`config.mk`:
```
export PLATFORM = sky130hd
export DESIGN_NAME = pulser_u_blank
export DESIGN_NICKNAME = d
export VERILOG_FILES = /design/src/rtl/pulser_u_blank.sv
export SDC_FILE = /design/constraint.sdc
export NUM_CORES = 1
export LEC_CHECK = 0
export CORE_AREA = 2 2 63 125
export CTS_BUF_LIST = sky130_fd_sc_hd__clkbuf_8
export DETAILED_ROUTE_END_ITERATION = 6
export DIE_AREA = 0 0 65 127
export PLACE_DENSITY = 0.63
export SLEW_MARGIN = 5
export SYNTH_ARGS = -nofsm -noshare
export SYNTH_HDL_FRONTEND = slang
export SYNTH_SLANG_ARGS = --single-unit
```
`constraint.sdc`:
```
create_clock -name clk -period 9.6 [get_ports clk]
set_input_delay 1.44 -clock clk [delete_from_list [all_inputs] [get_ports clk]]
set_output_delay 1.44 -clock clk [all_outputs]
set_load 0.03 [all_outputs]
```
`src/rtl/pulser_u_blank.sv`:
```
// pulser_u_blank: amplifier unblank gate bracketing a repeating two-pulse pattern
module pulser_u_blank (
  input  logic       clk,
  input  logic       rst_n,
  input  logic [7:0] record_len,
  input  logic [7:0] pulse_gap,
  input  logic [7:0] high,
  input  logic       enable,
  output logic       u_blank
);
  typedef enum logic {IDLE, RUN} state_t;
  state_t     state, state_d;
  logic [7:0] cnt, cnt_d, rs, gs, hs, rs_d, gs_d, hs_d;
  logic       start, wrap, load;
  logic [9:0] c, r, g, h;
  logic       win;
  assign start = state == IDLE && enable && record_len != 8'd0;
  assign wrap  = state == RUN && enable && cnt == rs - 8'd1;
  assign load  = start || wrap;
  // next state, counter and shadow values; period parameters only change at a period start
  always_comb begin
    rs_d    = load ? record_len : rs;
    gs_d    = load ? pulse_gap : gs;
    hs_d    = load ? high : hs;
    state_d = state == IDLE ? (start ? RUN : IDLE)
            : (!enable || (wrap && record_len == 8'd0)) ? IDLE : RUN;
    cnt_d   = (state_d == RUN && !load) ? cnt + 8'd1 : 8'd0;
  end
  // window decode of the upcoming cycle in 10 bits so 2*H+G cannot overflow
  always_comb begin
    c   = {2'b00, cnt_d};
    r   = {2'b00, rs_d};
    g   = {2'b00, gs_d};
    h   = {2'b00, hs_d};
    win = state_d == RUN && c < r && (c < h || (c >= h + g && c < (h << 1) + g));
  end
  // state, counter, shadows and the registered gate
  always_ff @(posedge clk or negedge rst_n) begin
    if (!rst_n) begin
      state   <= IDLE;
      cnt     <= 8'd0;
      rs      <= 8'd0;
      gs      <= 8'd0;
      hs      <= 8'd0;
      u_blank <= 1'b0;
    end else begin
      state   <= state_d;
      cnt     <= cnt_d;
      rs      <= rs_d;
      gs      <= gs_d;
      hs      <= hs_d;
      u_blank <= win;
    end
  end
endmodule

```
After elaboration in Yosys (flattened, before gate mapping)
Index checks and enable logic that the tools add are counted.

storage, ports and cells
  register bits = 34
  latch bits = 0
  memory bits (writable) = 0
  bits in read-only memories = 0
  output and inout bits = 1
  logic and storage cells = 39
  memories kept = 0

cells by class
  add/subtract/negate cells = 4
  multiply operators = 0
  divide/modulo/power cells = 0
  magnitude comparators = 4
  equality and inequality tests = 1
  shifts and indexed selects = 0
  mux-type cells = 7
  bitwise operators = 1
  reduce and logical (&&, ||, !) cells = 16

operators by type and width
  cell                 number
  $mux 8               4
  $lt 8x8->1           2
  $add 9x8->10         1
  $lt 8x10->1          1
  $add 8x8->9          1
  $ge 8x9->1           1
  $logic_and 1x1->1    9
  $add 8x1->8 const B  1
  $eq 8x8->1           1
  $logic_not 8->1      1
  $reduce_bool 8->1    1
  $sub 8x1->8 const B  1
  $logic_or 1x1->1     3
  $mux 1               3
  $logic_not 1->1      2
  $not 1->1            1

Depth between registers and ports, before layout
  word-level depth = 13
  gate-level depth with buffers = 25

Worst setup path before layout
No wires, ideal clock.

  path kind = input to register
  start = input port record_len[5]
  end = register u_blank
  setup time = 78 ps
  arrival = 5931 ps
  data required time = 9522 ps
  path slack = 3591 ps
  stages = 21
  buffers on the path = 2
  path through = or4_4 o21ai_2 nor2_2 a41oi_4 buf_6 buf_2 mux2_2 ha_1 maj3_1 a21o_1 maj3_1 maj3_1 mux2i_1 xor2_1 ha_1 a211oi_1 nand2_1 a41oi_1 nor3_1 o311a_1 o2bb2ai_1

on the way
  elaborated cells between the ends (all ways) = 25
  classes of those cells = add/sub (2); order compare (4); mux (7); reduce/logical (12)

RTL lines
  element                                             line  source
  from (decl)                                         5     input logic [7:0] record_len,
  $reduce_bool 8->1 (*)                               17    assign start = state == IDLE && enable && record_len != 8'd0;
  $logic_and 1x1->1 (*)                               17
  $logic_or 1x1->1 (*)                                19    assign load = start || wrap;
  $mux 8 (*)                                          23    gs_d = load ? pulse_gap : gs;
  named net gs_d[1]                                   13    logic [7:0] cnt, cnt_d, rs, gs, hs, rs_d, gs_d, hs_d;
  $add 9x8->10 / $add 8x8->9 (equally long branches)  35    win = state_d == RUN && c < r && (c < h || (c >= h + g && c < (h << 1) + g));
  $lt 8x10->1 / $ge 8x9->1 (equally long branches)    35
  $logic_and 1x1->1 (*)                               35
  $logic_or 1x1->1 (*)                                35
  $logic_and 1x1->1 (*)                               35
  named net win                                       16    logic win;
  to (signal assigned)                                52    u_blank <= win;
  to (decl)                                           9     output logic u_blank

The timed path passes the listed nets; every way through them passes the cells marked *.

Final worst setup path
  start = input port record_len[5]
  end = register u_blank

on the way
  elaborated cells between the ends (all ways) = 25
  classes of those cells = add/sub (2); order compare (4); mux (7); reduce/logical (12)

RTL lines
  element                                             line  source
  $reduce_bool 8->1 (*)                               17
  $logic_and 1x1->1 (*)                               17
  $logic_or 1x1->1 (*)                                19
  $mux 8 (*)                                          24    hs_d = load ? high : hs;
  named net hs_d[2]                                   13
  $add 9x8->10 / $add 8x8->9 (equally long branches)  35
  $lt 8x10->1 / $ge 8x9->1 (equally long branches)    35
  $logic_and 1x1->1                                   35
  $logic_or 1x1->1 (*)                                35
  $logic_and 1x1->1 (*)                               35
  named net win                                       16

Marks and branches as above.

==> flow_metrics.py <==
metrics = {
    "run_status": {
        "status": "finished clean",
    },
    "floorplanning": {
        "core_mm2": 0.00721,
        "die_h_um": 127,
        "initial_core_util_pct": 44.9,
        "row_count": 44,
        "dieArea_mm2": 0.00826,
        "ios": 28,
        "fp.dieW_um": 65,
    },
    "place": {
        "dpl_cell_area_mm2": 0.00355,
        "portBuffers": 27,
        "hpwl_um": 6110,
        "gp_congestion": 0.843,
    },
    "critical_path": {
        "worst_path_max_delay_cell": "a41oi_4",
        "worstPathCellList": "clkdlybuf4s50_1 > or4_4 > o21ai_2 > nor2_2 > a41oi_4 > buf_4 > mux2_2 > ha_1 > maj3_1 > mux2_2 > a31oi_2 > o221ai_2 > a21oi_2 > xor2_1 > ha_1 > a211oi_1 > nand2_1 > a41oi_1 > nor3_1 > o311a_1 > o2bb2ai_1",
        "crit_buf_inv": 2,
        "crit_type": "input pin to register",
        "arrival_ns": 6.93,
        "crit_family": "compound AO/OA/AOI/OAI gates",
        "r2r_setup_slack_ns": 4.02,
        "worst_setup_path_start_kind": "input pin",
        "worstSetupEndpointType": "register",
        "r2r_end": "u_blank$_DFF_PN0_",
        "reg2reg_depth": 21,
        "r2r_start": "rs[2]$_DFF_PN0_",
        "worstPathRequired_ns": 9.83,
        "critPathMaxStageDelay_ns": 0.66,
        "crit_fanout": 27,
    },
    "finish": {
        "stdcell_area_mm2": 0.00366,
        "fin_nets": 434,
        "antenna_cells": 0,
        "drive_gt1_share_pct": 11.0,
        "fillCellCount": 686,
        "synthToLayoutAreaGrowth_pct": 13.0,
    },
    "clock_network": {
        "cts_hold_buf": 0,
        "clk_latency_ns": 0.30,
        "root_buffer": "clkbuf_8",
        "path_clk_slew_ns": 0.07,
        "cts_tree": "yes",
        "ctsLongestPathBuffers": 2,
        "cts-buffers-inserted": 5,
        "cts_sinks": 34,
        "htreeDepth": 2,
        "post_cts_resized": 0,
        "post_cts_buffers": 0,
    },
    "drt": {
        "wl_met3_um": 187,
        "vias_per_cell": 5.53,
        "wl_um": 7360,
        "wl_per_cell_um": 16.1,
        "ant_nets": 0,
        "wl_met2_um": 4230,
        "via_count": 2520,
        "highest_layer": "met4",
        "drc": 0,
        "dr.pass1.iters": 4,
        "wl_met1_um": 2660,
        "drt_iter0_markers": 70,
    },
    "hold_path": {
        "hold_class": "register to register",
        "min_to": "gs[0]$_DFF_PN0_",
        "hp-start": "gs[0]$_DFF_PN0_",
        "min_delay_path_depth": 1,
    },
    "global_routing": {
        "grt_pass1_wl_um": 12400,
        "grt_max_degree": 35,
        "antenna_found_initial": 0,
        "grt_pass1_vias": 2698,
        "gr-total-overflow": 0,
        "grt_use_total_pct": 19.7,
    },
    "sta": {
        "max_slew.worst_pin.slew_ns": 0.802,
        "setup_viol": 0,
        "fin_setup_tns_ns": 0,
        "fin_crit_ns": 6.70,
        "rsz0062_at_grt": "false",
        "slew_headroom_pct": 46.3,
        "slew_violations": 0,
        "max_clock_freq_mhz": 149,
        "finalCritPeriodShare_pct": 69.8,
        "hold_viol_final": 0,
        "finClkSkew_ns": 0.00872,
    },
    "flow_run": {
        "drv_cap": 0,
    },
    "logic_synthesis": {
        "ys_seq_elements": 34,
        "synth_area_leader_cell": "dfrtp_1",
        "async_reset_ff_share_pct": 100,
        "synthTopCellsByArea": "dfrtp_1 26%, ha_1 17%, mux2i_1 5.9%",
        "synth_ff_type": "dfrtp_1",
        "syn_nets": 411,
        "synth_enable_flop_cells": 0,
        "synthCells": 340,
        "synthTopCellsByCount": "43 x ha_1, 34 x dfrtp_1, 27 x inv_1",
        "syn_area_per_cell_um2": 9.53,
        "ys_warn_count": 0,
        "yosysTopAreaCellShare_pct": 26.3,
        "synth_most_common_cell": "ha_1",
        "synth_area_mm2": 0.00324,
        "synth_cell_type_count": 60,
        "yosysSeqAreaShare_pct": 26.3,
    },
    "power_and_ir_drop": {
        "power_density_mw_per_mm2": 190,
        "peakVddDrop_mv": 0.102,
        "p_leak_nw": 1.79,
    },
}
==> registers in the layout, summed over array words and instances (netlist names) <==
signal	cells
cnt	8
gs	8
hs	8
rs	8
state	1
u_blank	1
==> cell usage in the layout, fill, tap and decap left out, types with 3 or more instances in the layout <==
| cell type | Yosys | layout |
|---|---|---|
| clkdlybuf4s50_1 | 0 | 27 |
| a21oi_1 | 20 | 20 |
| maj3_1 | 8 | 8 |
| nor2_1 | 23 | 23 |
| nor2b_1 | 4 | 4 |
| xor2_1 | 15 | 15 |
| nand3_1 | 10 | 10 |
| ha_1 | 43 | 43 |
| xnor2_1 | 21 | 21 |
| clkbuf_8 | 0 | 5 |
| nand2_1 | 14 | 14 |
| nor3_1 | 5 | 5 |
| and3_1 | 4 | 4 |
| o21ai_0 | 8 | 8 |
| o211ai_1 | 3 | 3 |
| inv_1 | 27 | 27 |
| a21o_1 | 9 | 9 |
| mux2_2 | 16 | 16 |
| dfrtp_1 | 34 | 34 |
| mux2i_1 | 19 | 19 |
==> per-layer routing <==
metal / vias up / GRT usage, %
li1: 1259 / -
met1: 1206 / 18.5
met2: 39 / 38.9
met3: 16 / 3.08
met4: 0 / 10.3
met5: - / 0
==> area by class of cell <==
cell class                      count  area, um^2  share of cell area [%]
Inverter                           27         101                    2.77
Multi-Input combinational cell    266        2200                    60.1
Clock inverter                      3        40.0                    1.09
Tap cell                           92         115                    3.14
Clock buffer                        5        68.8                    1.88
Sequential cell                    34         851                    23.2
Timing Repair Buffer               29         285                    7.79
==> cells by family (layout without fill, tap and decap cells) <==
| family | after synthesis | in the layout | share of synthesized area [%] |
|---|---|---|---|
| AOI/OAI and AO/OA | 66 | 66 | 14.5 |
| xor gates and xnor gates | 36 | 36 | 9.73 |
| adders and majority gates | 52 | 52 | 19.7 |
| buffers and inverters | 40 | 64 | 5.83 |
| DFF | 34 | 34 | 26.3 |
| muxes | 35 | 35 | 11.4 |
| and+or+nand+nor | 77 | 77 | 12.5 |
==> per-stage QoR <==
stage               total power [mW]  instances  hold WS, ns  util (%)  setup WS (ns)
floorplan                      0.475        340        0.483         -           3.59
global placement               0.561        448        0.502      49.3           2.69
detailed placement             0.567        448        0.518      49.3           2.54
CTS                            0.703        456        0.536      50.8           2.83
global route                   0.759        456        0.539      50.8           2.47
finish                         0.696        456        0.529      50.8           2.90
==> power by group <==
group          switching [mW]  internal [mW]
Sequential             0.0277          0.167
Clock                  0.0579         0.0764
Combinational           0.194          0.173
==> worst max-delay path by stage <==
| stage | startpoint | endpoint | slack, ns | depth (start not counted) |
|---|---|---|---|---|
| final | record_len[5] | u_blank$_DFF_PN0_ | 2.90 | 21 |
| after global routing | record_len[5] | u_blank$_DFF_PN0_ | 2.47 | 20 |
| after CTS | record_len[5] | u_blank$_DFF_PN0_ | 2.83 | 21 |
| after detailed placement | record_len[5] | u_blank$_DFF_PN0_ | 2.54 | 21 |
| after global placement | record_len[5] | u_blank$_DFF_PN0_ | 2.69 | 21 |
| after floorplan | record_len[5] | u_blank$_DFF_PN0_ | 3.59 | 21 |
No activity file was read; power rests on OpenSTA's default activity.
